$ cat config.mk
export PLATFORM = sky130hd
export DESIGN_NAME = boot_uart_ctrl
export DESIGN_NICKNAME = d
export VERILOG_FILES = /design/src/rtl/boot_uart_ctrl_pkg.sv /design/src/rtl/uart_tx_arbiter.sv /design/src/rtl/boot_uart_ctrl.sv
export SDC_FILE = /design/constraint.sdc
export NUM_CORES = 1
export LEC_CHECK = 0
export ABC_AREA = 1
export BUFFER_PORTS_ARGS = -buffer_cell sky130_fd_sc_hd__buf_4
export CELL_PAD_IN_SITES_DETAIL_PLACEMENT = 0
export CELL_PAD_IN_SITES_GLOBAL_PLACEMENT = 2
export CORE_MARGIN = 3
export CORE_UTILIZATION = 29
export DETAILED_ROUTE_END_ITERATION = 10
export GPL_TIMING_DRIVEN = 0
export PLACE_DENSITY_LB_ADDON = 0.1
export SYNTH_ARGS = -nofsm -noshare
export SYNTH_HDL_FRONTEND = slang
export SYNTH_SLANG_ARGS = --single-unit
$ cat constraint.sdc
create_clock -name clk -period 3.8 [get_ports clk]
set_input_delay 0.38 -clock clk [delete_from_list [all_inputs] [get_ports clk]]
set_output_delay 0.38 -clock clk [all_outputs]
set_load 0.01 [all_outputs]
$ cat src/rtl/boot_uart_ctrl_pkg.sv
// Common definitions for the boot sequencer and UART TX arbiter.
package boot_uart_ctrl_pkg;

    typedef enum logic [1:0] {
        POR_WAIT = 2'd0,
        RUN      = 2'd1,
        HOLD     = 2'd2
    } boot_state_t;

    localparam int TX_SRC_CPU = 0;
    localparam int TX_SRC_OCD = 1;

    localparam logic [31:0] DEFAULT_START_ADDR = 32'h8000_0000;
    localparam logic [31:0] DEFAULT_STACK_ADDR = 32'h8000_FFF0;

endpackage

$ cat src/rtl/uart_tx_arbiter.sv
// N-source TX mux that only changes source after the current line has been
// idle-high long enough to be sure no frame is in flight.
module uart_tx_arbiter #(
    parameter int NUM_TX_SRC = 2,
    parameter int SEL_W      = 1,
    parameter int IDLE_GUARD = 1000
) (
    input  logic                  clk,
    input  logic                  reset_n,
    input  logic [SEL_W-1:0]      tx_sel,
    input  logic [NUM_TX_SRC-1:0] tx_in,
    output logic                  txd,
    output logic [SEL_W-1:0]      active_sel
);

    localparam int CNT_W = $clog2(IDLE_GUARD + 1);
    localparam logic [CNT_W-1:0] GUARD     = CNT_W'(IDLE_GUARD);
    localparam logic [SEL_W:0]   SRC_LIMIT = (SEL_W + 1)'(NUM_TX_SRC);

    logic [CNT_W-1:0] idle_cnt;
    logic             cur_line;
    logic             switch_ok;

    assign cur_line  = tx_in[active_sel];
    // Out-of-range selects are ignored rather than clamped.
    assign switch_ok = (tx_sel != active_sel)
                    && ({1'b0, tx_sel} < SRC_LIMIT)
                    && (idle_cnt == GUARD);

    always_ff @(posedge clk) begin
        if (!reset_n) begin
            txd        <= 1'b1;
            active_sel <= '0;
            idle_cnt   <= '0;
        end else begin
            txd <= cur_line;
            if (switch_ok) begin
                active_sel <= tx_sel;
                idle_cnt   <= '0;
            end else if (!cur_line) begin
                idle_cnt <= '0;
            end else if (idle_cnt != GUARD) begin
                idle_cnt <= idle_cnt + 1'b1;
            end
        end
    end

endmodule

$ cat src/rtl/boot_uart_ctrl.sv
// CPU start sequencer (power-on and OCD starts, reset gating) plus the
// guarded UART TX source arbiter between the OCD and the MCU core.
module boot_uart_ctrl
    import boot_uart_ctrl_pkg::*;
#(
    parameter int              NUM_TX_SRC         = 2,
    parameter int              SEL_W              = 1,
    parameter int              XLEN               = 32,
    parameter logic [XLEN-1:0] DEFAULT_START_ADDR = boot_uart_ctrl_pkg::DEFAULT_START_ADDR,
    parameter logic [XLEN-1:0] DEFAULT_STACK_ADDR = boot_uart_ctrl_pkg::DEFAULT_STACK_ADDR,
    parameter int              POR_DELAY          = 4,
    parameter int              IDLE_GUARD         = 1000
) (
    input  logic                  clk,
    input  logic                  reset_n,
    input  logic                  cpu_reset_req,
    input  logic                  start_req,
    input  logic [XLEN-1:0]       start_addr_in,
    input  logic [SEL_W-1:0]      tx_sel,
    input  logic [NUM_TX_SRC-1:0] tx_in,
    output logic                  cpu_reset_n,
    output logic                  cpu_start,
    output logic [XLEN-1:0]       cpu_start_addr,
    output logic                  stack_we,
    output logic [XLEN-1:0]       stack_data,
    output logic                  TXD,
    output logic [SEL_W-1:0]      tx_active_sel,
    output logic                  boot_busy
);

    localparam logic [7:0] POR_LAST = 8'(POR_DELAY - 1);

    boot_state_t state;
    logic [7:0]  por_cnt;

    assign stack_data = DEFAULT_STACK_ADDR;

    // cpu_reset_req has top priority in every state; start pulses self-clear.
    always_ff @(posedge clk) begin
        if (!reset_n) begin
            state          <= POR_WAIT;
            por_cnt        <= '0;
            cpu_reset_n    <= 1'b0;
            cpu_start      <= 1'b0;
            cpu_start_addr <= '0;
            stack_we       <= 1'b0;
            boot_busy      <= 1'b1;
        end else begin
            cpu_start <= 1'b0;
            stack_we  <= 1'b0;
            if (cpu_reset_req) begin
                state       <= HOLD;
                cpu_reset_n <= 1'b0;
                boot_busy   <= 1'b1;
            end else begin
                case (state)
                    POR_WAIT: begin
                        cpu_reset_n <= 1'b1;
                        por_cnt     <= por_cnt + 8'd1;
                        if (start_req) begin
                            state          <= RUN;
                            cpu_start      <= 1'b1;
                            cpu_start_addr <= start_addr_in;
                            stack_we       <= 1'b1;
                            boot_busy      <= 1'b0;
                        end else if (por_cnt == POR_LAST) begin
                            state          <= RUN;
                            cpu_start      <= 1'b1;
                            cpu_start_addr <= DEFAULT_START_ADDR;
                            boot_busy      <= 1'b0;
                        end
                    end
                    RUN: begin
                        cpu_reset_n <= 1'b1;
                        if (start_req) begin
                            cpu_start      <= 1'b1;
                            cpu_start_addr <= start_addr_in;
                            stack_we       <= 1'b1;
                        end
                    end
                    HOLD: begin
                        // Release goes straight to RUN; the OCD issues the start itself.
                        state       <= RUN;
                        cpu_reset_n <= 1'b1;
                        boot_busy   <= 1'b0;
                    end
                    default: begin
                        state     <= POR_WAIT;
                        boot_busy <= 1'b1;
                    end
                endcase
            end
        end
    end

    uart_tx_arbiter #(
        .NUM_TX_SRC (NUM_TX_SRC),
        .SEL_W      (SEL_W),
        .IDLE_GUARD (IDLE_GUARD)
    ) u_tx_arb (
        .clk        (clk),
        .reset_n    (reset_n),
        .tx_sel     (tx_sel),
        .tx_in      (tx_in),
        .txd        (TXD),
        .active_sel (tx_active_sel)
    );

endmodule

Yosys cells after proc, flatten, opt, wreduce, memory -nomap -nowiden
Cells that the tools add are included.
W data, S select, Z words.
{"block": "word_totals", "regBits": 58, "latchBits": 0, "ramBits": 0, "rom_bits": 0, "inputBits": 39, "out_inout_bits": 70, "word_cells": 58, "n_memories": 0}
{"block": "classes", "addsub": 2, "mul": 0, "n_div": 0, "n_lt_le_gt_ge": 1, "eq_ne": 10, "n_shift": 0, "muxes": 17, "n_bitwise": 5, "n_reduce_logical": 12}
{"operator": "$mux W32", "count": 3}
{"operator": "$pmux W32 S2", "count": 1}
{"operator": "$add A10 B1 Y10 const B", "count": 1}
{"operator": "$eq A10 B10 Y1 const B", "count": 1}
{"operator": "$ne A10 B10 Y1 const B", "count": 1}
{"operator": "$reduce_or A3 Y1", "count": 3}
{"operator": "$add A8 B1 Y8 const B", "count": 1}
{"operator": "$eq A8 B2 Y1 const B", "count": 1}
{"operator": "$mux W1", "count": 7}
{"operator": "$mux W2", "count": 3}
{"operator": "$pmux W2 S3", "count": 1}
{"operator": "$reduce_and A2 Y1", "count": 3}
{"operator": "$not A1 Y1", "count": 5}
{"operator": "$ne A2 B2 Y1 const B", "count": 2}
{"operator": "$ne A4 B4 Y1 const B", "count": 1}
{"operator": "$reduce_and A4 Y1", "count": 1}
{"operator": "$reduce_or A2 Y1", "count": 2}
{"operator": "$ne A3 B3 Y1 const B", "count": 1}
{"operator": "$pmux W1 S3", "count": 1}
{"operator": "$eq A2 B1 Y1 const B", "count": 1}
{"operator": "$eq A2 B2 Y1 const B", "count": 1}
{"operator": "$logic_not A2 Y1", "count": 1}
{"operator": "$lt A1 B2 Y1 const B", "count": 1}
{"operator": "$pmux W1 S2", "count": 1}
{"operator": "other kinds (3)", "count": 3}

Logic depth before layout (Yosys ltp)
Gate-level depths: netlist of the first run.
{"block": "depth", "depth_word": 5, "depth_mapped": 10, "mapped_depth_nobuf": 9}

Modules after synthesis
From an unflattened synthesis of the first run, not the netlist that was laid out.
{"block": "unflattened", "cells_unflattened": 455, "area_unflattened_um2": 3139.3}
{"mod": "boot_uart_ctrl", "n_inst": 1, "cells_each": 359, "area_per_inst_um2": 2448.6, "seq_area_each_um2": 920.9}
{"mod": "uart_tx_arbiter", "n_inst": 1, "cells_each": 96, "area_per_inst_um2": 690.7, "seq_area_each_um2": 240.2}

Least setup slack after synthesis of the first run
Ideal clock, no wire load.
{"block": "synth_path", "path_kind": "flip-flop to flip-flop", "start": "register por_cnt[0]", "end": "register cpu_start_addr[0]", "setup_ns": 0.115, "t_arrival_ns": 1.248, "t_required_ns": 3.685, "path_slack_ns": 2.437, "path_stages_with_launch": 11, "path_buffers": 2, "period_less_slack_ns": 1.363, "path_cell_list": "dfxtp_1 ha_1 nand2_1 nor2_1 nand2_2 nand2_2 buf_6 buf_6 nand3_2 nand2_1 nor2_1"}
{"block": "synth_via", "elab_chain_len": 3}
{"element": "from (decl)", "line": "boot_uart_ctrl.sv:34", "text": "logic [7:0] por_cnt;"}
{"element": "from (signal assigned)", "line": "boot_uart_ctrl.sv:59", "text": "por_cnt <= por_cnt + 8'd1;"}
{"element": "$eq A8 B2 Y1", "line": "boot_uart_ctrl.sv:66", "text": "end else if (por_cnt == POR_LAST) begin"}
{"element": "$ne A3 B3 Y1 (no line)"}
{"element": "$reduce_and A4 Y1 (no line)"}
{"element": "to (signal assigned)", "line": "boot_uart_ctrl.sv:63", "text": "cpu_start_addr <= start_addr_in;"}
{"element": "to (signal assigned)", "line": "boot_uart_ctrl.sv:77", "text": "cpu_start_addr <= start_addr_in;"}
{"element": "to (decl)", "line": "boot_uart_ctrl.sv:23", "text": "output logic [XLEN-1:0] cpu_start_addr,"}
Every way passes these cells.
A chain may end at the register's enable or synchronous reset.

Worst setup path after layout of the first run
{"block": "layout_path", "start": "register u_tx_arb.idle_cnt[0]", "end": "register u_tx_arb.idle_cnt[1]"}
{"block": "layout_via", "elab_chain_len": 3, "word_cells_on_any_way": 5, "cone_classes": "add/sub (1); eq/ne (2); reduce/logical (2)"}
{"element": "from (decl)", "line": "uart_tx_arbiter.sv:20", "text": "logic [CNT_W-1:0] idle_cnt;"}
{"element": "from (signal assigned)", "line": "uart_tx_arbiter.sv:43", "text": "idle_cnt <= idle_cnt + 1'b1;"}
{"element": "branches (longest 3 deep; another with $add A10 B1 Y10)"}
Parallel ways; which one is timed is not known.

==> summary.txt, run 1 <==
Floorplan
  • Die width: between 100 and 150 microns
  • Floorplan die area: about 12,000 sq um
  • Starting utilization of the core area: 29.9%
  • Die Y: between 100 and 150 microns
  • I/O pins: 109
  • Placeable core region: approximately 10,000 sq um
  • Standard-cell row count: 37

Critical path
  • Critical path startpoint category: flip-flop
  • Endpoint class of the critical path: flip-flop
  • Required @ worst endpoint: about 4000 ps
  • Crit path buf inv count: 2
  • Total number of cells along the worst setup path: 7
  • Delay of the slowest cell on the worst path: about 400 ps
  • Cell count of the worst reg-to-reg path: 7
  • Crit path cell chain: inv_1, ha_1, inv_1, nor2_2, nand3_2, o21ai_2, nor2_1
  • Crit Path Class: flip-flop to flip-flop
  • Cell with the biggest individual delay on the critical path: o21ai_2
  • Slack of the worst reg-to-reg path: roughly 2200 ps
  • Crit path DAT: between 1500 and 2000 ps
  • CP max FO: 10
  • Cell mode on critical path: inv_1
  • Dominant delay contributor by cell family on the critical path: simple AND/OR/NAND/NOR gates

Synth
  • Number of warnings printed during yosys synthesis: 0
  • Most frequent cells after synthesis: 106 x nand2_1, 67 x nor2_1, 58 x dfxtp_1
  • Primary flip-flop cell chosen by synthesis mapping: dfxtp_1
  • Share of the synthesized area in the top cell type: between 30 and 40%
  • Synthesized flop and latch total: 58
  • Count of flip-flops with a built-in enable after synthesis: 0
  • Asr flop ratio synth: 0%
  • Dominant cell type by area after synthesis: dfxtp_1
  • Area of the mapped netlist: slightly above 3000 sq um
  • Register area share after synthesis: about 37%
  • Syn Inst Count: about 430
  • Top cells by area, synth: dfxtp_1 37%, nand2_1 13%, buf_4 8.5%
  • Syn Area/Cell: 7.15 sq um
  • Number of distinct library cells after synthesis: 25
  • Most common cell in the synthesized netlist: nand2_1

Drt
  • First-pass DRT Iterations: 4
  • Avg WL per Cell: roughly 12 microns
  • Final routed DRC violation total: 0
  • DRT Wirelength: 8150 microns
  • Via density per instance: ~4.2
  • Met1 routed wirelength after detailed routing: 3780 microns
  • Met2 wire len: around 3800 microns
  • Length of routed met3 wiring: roughly 550 microns
  • Detail Route Antenna Nets: 0
  • Iteration-0 DRC count of the detailed router: approximately 90
  • Top routing layer used: met4
  • DR vias: slightly below 3,000

Timing
  • Number of slew-limit violations in the final report: 0
  • Shortest clock period the worst path allows after layout: about 1600 ps
  • Fin. Hold Viols: 0
  • Achievable clock frequency: between 600 and 700 MHz
  • Final setup skew: about 9.4 ps
  • Final setup vio count: 0
  • Setup Total Neg Slack: 0 ps
  • Final critical-path share of the clock period: roughly two fifths
  • Unrepaired setup endpoints after global routing: no

Power and ir drop
  • Clock network fraction of total power: between 30% and 40%
  • Share of total power consumed by net switching: about 29%
  • Seq pwr share: 44.1%
  • Static power due to leakage: 2.05 nW
  • Combinational group share of total power: between 20 and 25%
  • PnR Total Power: 1.53 mW
  • Power density relative to cell area: 371 nW/um^2
  • Highest ir drop seen on vdd: ~0.11 mV
  • Internal portion of total power: roughly 1.1 mW
  • Net switching power: around 450 uW

Hold path
  • Path type of the worst min-delay path: input port to flip-flop
  • Number of cells on the worst hold path: 3

GRT
  • Via count of the first global-routing pass: 2,748
  • Total Routing Usage GR: roughly 14%
  • Total congestion overflow: 0
  • First-pass GRT wire length: approximately 13,000 microns
  • Pin count of the biggest net entering global routing: 11
  • Number of antenna violations at the first check in global routing: 0

Layout
  • Count of inserted antenna diode cells: 0
  • Final std cells w/o fill: between 600 and 700
  • Final design area excluding fillers: 4120 sq um
  • Area growth from synthesis to final layout: 32.7%
  • Layout cell share with drive strength beyond 1: between 30% and 40%
  • Final standard cell utilization of the core: 39.7%
  • Number of nets in the final layout: 592

Place
  • Placed Instances: 675
  • Gp weighted congestion: about 0.73
  • Area post-placement: approximately 3900 sq um
  • Sum of net half-perimeters after detailed placement: ~6000 microns
  • IO buf count: between 70 and 80

CTS
  • Clock transition at the register clock pins on the worst setup and hold paths after CTS: around 70 ps
  • CTS tree: yes
  • Count of clock tree sinks: between 50 and 60
  • Post-CTS Setup Inserts: 0
  • Insertion delay to the later sink of the worst-skew pair: roughly 320 ps
  • Number of gates resized after cts: 0
  • Root cell of the clock tree: clkbuf_8
  • CTS buffer count: 9
  • Deepest level of the CTS H-tree: 3
  • Buffers from clock root to sink, at most: 2
  • Number of buffers inserted for hold repair after clock tree synthesis: 0

Run status
  • Result of the run: completed

Run
  • Total of max-cap violations: 0
## stage by stage
step | hold slack (ps) | setup slack (ps)
final | 247 | 2240
after global routing | 256 | 2000
after CTS | 225 | 2170
after detailed placement | 472 | 2190
after global placement | 461 | 2180
after floorplan | 455 | 2440
## worst paths after layout
check | endpoint | startpoint
max reg2reg | u_tx_arb.idle_cnt[1]$_SDFFE_PP0P_ | u_tx_arb.idle_cnt[0]$_SDFFE_PP0P_
min | state[1]$_SDFFE_PN0P_ | cpu_reset_req
max | u_tx_arb.idle_cnt[1]$_SDFFE_PP0P_ | u_tx_arb.idle_cnt[0]$_SDFFE_PP0P_
min reg2reg | cpu_start_addr[23]$_SDFFE_PN0P_ | cpu_start_addr[23]$_SDFFE_PN0P_
## per-layer routing
| metal | GRT usage, % | vias to the layer above |
|---|---|---|
| li1 | - | 1523 |
| met1 | 18.0 | 1283 |
| met2 | 23.1 | 76 |
| met3 | 3.76 | 4 |
| met4 | 3.74 | 0 |
| met5 | 0 | - |
## layout make-up
cell class / instances / area, sq um
multi-input cells: 318 / 1530
plain buffers: 53 / 390
repair buffers: 75 / 563
flip-flops and latches: 58 / 1160
well taps: 136 / 170
clock inverters: 3 / 15.0
clock buffers: 12 / 155
fillers: 1169 / 6250
inverters: 35 / 131
## power groups by stage
stage          logic [mW]  registers, mW  clock network [mW]
2_1_floorplan       0.203          0.701                   0
3_3_place_gp        0.348          0.688                   0
3_5_place_dp        0.350          0.688                   0
4_1_cts             0.350          0.675               0.530
5_1_grt             0.389          0.679               0.560
6_report            0.345          0.674               0.507
## state kept, by name (all words and copies together) (netlist names), 2 cells and up
signal	flops
u_tx_arb.idle_cnt	10
state	2
por_cnt	8
cpu_start_addr	32
## cell usage in the layout (no fill, tap or decap)
cell type	count
nand3_2	22
nand3b_1	2
xor2_1	5
clkbuf_8	11
nand2_2	3
nor2_2	3
clkbuf_1	1
nand3_1	18
nor2_1	67
inv_1	31
a21oi_1	36
o22ai_1	1
conb_1	32
buf_2	12
o21ai_0	7
nor3_2	2
buf_6	6
clkinv_2	3
nor3_1	3
nand2_4	1
xnor2_1	2
ha_1	3
nand4_1	4
buf_4	110
dfxtp_1	58
inv_2	4
o21ai_2	1
nand2_1	106
## worst reg2reg max path: stages, from the launching register on
cell and delay [ps]:
dfxtp_1 340, inv_1 80, ha_1 140, inv_1 50, nor2_2 160, nand3_2 150, o21ai_2 410, nor2_1 100
## kinds of logic after synthesis
group | synth area share (%)
xor gates and xnor gates | 1.98
DFF | 37.4
other | 0.242
and+or+nand+nor | 34.9
buffers and inverters | 16.8
AOI/OAI and AO/OA | 7.42
adders and majority gates | 1.21
(Power assumes the default switching activity.)
==> run 2: changes to the inputs <==
--- a/config.mk
+++ b/config.mk
@@ -10,7 +10,7 @@
 export CELL_PAD_IN_SITES_DETAIL_PLACEMENT = 0
 export CELL_PAD_IN_SITES_GLOBAL_PLACEMENT = 2
 export CORE_MARGIN = 3
-export CORE_UTILIZATION = 29
+export CORE_UTILIZATION = 26
 export DETAILED_ROUTE_END_ITERATION = 10
 export GPL_TIMING_DRIVEN = 0
 export PLACE_DENSITY_LB_ADDON = 0.1
==> constraint.sdc (replaced) <==
create_clock -name clk -period 1.6 [get_ports clk]
set_input_delay 0.16 -clock clk [delete_from_list [all_inputs] [get_ports clk]]
set_output_delay 0.16 -clock clk [all_outputs]
set_load 0.01 [all_outputs]
==> run 2 against run 1 <==
Utilization shrank 1.9 points. Largest power group is now the clock network. Worst setup slack worse by 2100 ps. Count of clock-buffer cells in the layout grew 1. Fmax up 8.2%. Largest cell class unchanged. Sequential power rose by 140%. Global-route usage is 1.3 points lower. Via count up 1.0%. Clock power grew to 3.8 times the previous value. First-iteration DRC count increased by 26%. Cell count up 1.9%.
==> summary.txt, run 2 (same netlist as run 1, synthesis figures left out) <==
Timing
  • Final setup vio count: 0 (unchanged)
  • Number of slew-limit violations in the final report: 0 (unchanged)
  • Shortest clock period the worst path allows after layout: 1450 ps (-119 ps)
  • Final critical-path share of the clock period: 90.3% (+49 points)
  • Hold_ws: 27.0 ps (-220 ps)
  • Unrepaired setup endpoints after global routing: no
  • Fin. Hold Viols: 0 (unchanged)
  • Achievable clock frequency: 692 MHz (+8.2%)
  • Final setup skew: 6.68 ps (-2.71 ps)

Drt
  • Avg WL per Cell: 12.0 microns (+1.1%)
  • Iteration-0 DRC count of the detailed router: 111 (+26%)
  • First-pass DRT Iterations: 4 (unchanged)
  • Detail Route Antenna Nets: 0 (unchanged)
  • Final routed DRC violation total: 0 (unchanged)
  • DRT Wirelength: 8400 microns (+3.1%)
  • DR vias: 2,915 (+1.0%)
  • Via density per instance: 4.15 (-0.86%)

GRT
  • Pin count of the biggest net entering global routing: 11 (unchanged)
  • First-pass GRT wire length: 13,100 microns (-1.5%)
  • Total Routing Usage GR: 12.6% (-1.3 points)
  • Total congestion overflow: 0 (unchanged)
  • Via count of the first global-routing pass: 2,676 (-2.6%)
  • Number of antenna violations at the first check in global routing: 0 (unchanged)

Critical path
  • Endpoint class of the critical path: flip-flop
  • Crit path buf inv count: 2 (unchanged)
  • Slack of the worst reg-to-reg path: 150 ps (-2080 ps)
  • Cell count of the worst reg-to-reg path: 10 (+3)
  • Cell with the biggest individual delay on the critical path: dfxtp_2
  • CP max FO: 10 (unchanged)
  • Crit path DAT: 1660 ps (-90 ps)
  • Delay of the slowest cell on the worst path: 340 ps (-70 ps)
  • Crit Path Class: flip-flop to flip-flop
  • Total number of cells along the worst setup path: 10 (+3)
  • Required @ worst endpoint: 1810 ps (-2180 ps)
  • Critical path startpoint category: flip-flop
  • Cell mode on critical path: nand2_1
  • Crit path cell chain: ha_2, nand2_1, nor2_2, nand2_2, nand2_4, buf_8, buf_12, nand3_2, nand2_1, nor2_1
  • Dominant delay contributor by cell family on the critical path: simple AND/OR/NAND/NOR gates
  • Startpoint of the most critical register-to-register path: por_cnt[0]$_SDFFE_PN0P_
  • Capturing point of the worst reg2reg path: cpu_start_addr[28]$_SDFFE_PN0P_

CTS
  • Count of clock tree sinks: 58 (unchanged)
  • Insertion delay to the later sink of the worst-skew pair: 320 ps (about the same)
  • Root cell of the clock tree: clkbuf_16
  • Clock transition at the register clock pins on the worst setup and hold paths after CTS: 50 ps (-20 ps)
  • Deepest level of the CTS H-tree: 3 (unchanged)
  • Buffers from clock root to sink, at most: 2 (unchanged)
  • CTS buffer count: 9 (unchanged)
  • CTS tree: yes

Layout
  • Count of inserted antenna diode cells: 0 (unchanged)
  • Biggest registers after layout: cpu_start_addr: 32 flops, u_tx_arb.idle_cnt: 10 flops, por_cnt: 8 flops
  • Number of nets in the final layout: 598 (+1.0%)
  • Top register by number of flip-flops: cpu_start_addr
  • Max reg flops: 32 (unchanged)
  • Layout cell share with drive strength beyond 1: 33.6% (+1.4 points)
  • Final standard cell utilization of the core: 37.9% (-1.9 points)
  • Most frequent cells in the layout: 114 x buf_4, 106 x nand2_1, 66 x nor2_1, 56 x dfxtp_1, 36 x a21oi_1
  • Area growth from synthesis to final layout: 41.1%
  • Most frequent standard cell in the layout excluding fill and tap cells: buf_4

Floorplan
  • Starting utilization of the core area: 26.8% (-3.1 points)
  • Placeable core region: 11,600 sq um (+12%)
  • Die width: 115 microns (+5.3%)
  • I/O pins: 109 (unchanged)
  • Standard-cell row count: 39 (+5.4%)
  • Die Y: 115 microns (+5.3%)
  • Floorplan die area: 13,300 sq um (+11%)

Place
  • Gp weighted congestion: 0.756 (+3.7%)
  • Sum of net half-perimeters after detailed placement: 6210 microns (+3.0%)
  • IO buf count: 75 (unchanged)

Run status
  • Result of the run: completed

Power and ir drop
  • Static power due to leakage: 2.16 nW (+5.4%)
  • PnR Total Power: 4.43 mW (+190%)
  • Highest ir drop seen on vdd: 0.525 mV (+360%)
  • Power density relative to cell area: 1010 nW/um^2 (+170%)

Hold path
  • Path type of the worst min-delay path: input port to flip-flop
  • Capture endpoint of the worst hold path: state[1]$_SDFFE_PN0P_
  • Hold path startpoint: cpu_reset_req
  • Number of cells on the worst hold path: 3 (unchanged)

Run
  • Total of max-cap violations: 0 (unchanged)
[run 2: worst max-delay path by stage]
stage	startpoint	endpoint	slack, ps
6_report	por_cnt[0]$_SDFFE_PN0P_	cpu_start_addr[28]$_SDFFE_PN0P_	150
5_1_grt	por_cnt[0]$_SDFFE_PN0P_	cpu_start_addr[27]$_SDFFE_PN0P_	10
4_1_cts	por_cnt[0]$_SDFFE_PN0P_	cpu_start_addr[2]$_SDFFE_PN0P_	20
3_5_place_dp	u_tx_arb.idle_cnt[0]$_SDFFE_PP0P_	u_tx_arb.idle_cnt[0]$_SDFFE_PP0P_	2
3_3_place_gp	u_tx_arb.idle_cnt[0]$_SDFFE_PP0P_	u_tx_arb.idle_cnt[0]$_SDFFE_PP0P_	-10
2_1_floorplan	por_cnt[0]$_SDFFE_PN0P_	cpu_start_addr[0]$_SDFFE_PN0P_	240
[run 2: area by class of cell]
type | instances | area (sq um)
inverter | 35 | 131
fill | 1245 | 7190
clock inverter | 2 | 35.0
clock buffer | 13 | 270
timing repair buffer | 81 | 638
buffer | 53 | 412
sequential | 58 | 1160
tap | 143 | 179
multi-input combinational | 318 | 1550
[run 2: layer usage]
layer	track usage, %	part of all wire [%]	routed length (microns)
met4	6.42	2.6	218
met2	19.5	46	3840
met5	0	0	0
met1	16.6	46	3880
met3	2.79	5.5	460
[run 2: metrics by stage]
step | TNS (ps) | setup WS [ps] | std cells | area, sq um
finish | 0 | 155 | 703 | 4380
global route | 0 | 10.0 | 703 | 4380
CTS | 0 | 18.5 | 697 | 4270
detailed placement | 0 | 1.61 | 682 | 3960
global placement | -32.4 | -11.7 | 682 | 3960
floorplan | 0 | 237 | 464 | 3220
[run 2: worst register-to-register path, cell delays in order (launching register included)]
cell,delay (ps)
dfxtp_2,340
ha_2,190
nand2_1,60
nor2_2,110
nand2_2,90
nand2_4,100
buf_8,140
buf_12,140
nand3_2,60
nand2_1,70
nor2_1,40
[run 2: what timing repair did]
| action | 4_1_cts | 5_1_grt |
|---|---|---|
| endpoints found under the setup margin | 1 | 37 |
| resized for setup | 1 | 10 |
| cloned | 0 | 1 |
| hold buffers | 0 | 0 |
| buffers inserted | 0 | 5 |
| pin swaps | 0 | 2 |
[run 2: where the power goes]
part | internal, mW | switching [mW]
combinational | 0.422 | 0.445
sequential | 1.55 | 0.0595
clock | 1.32 | 0.633
total | 3.29 | 1.14
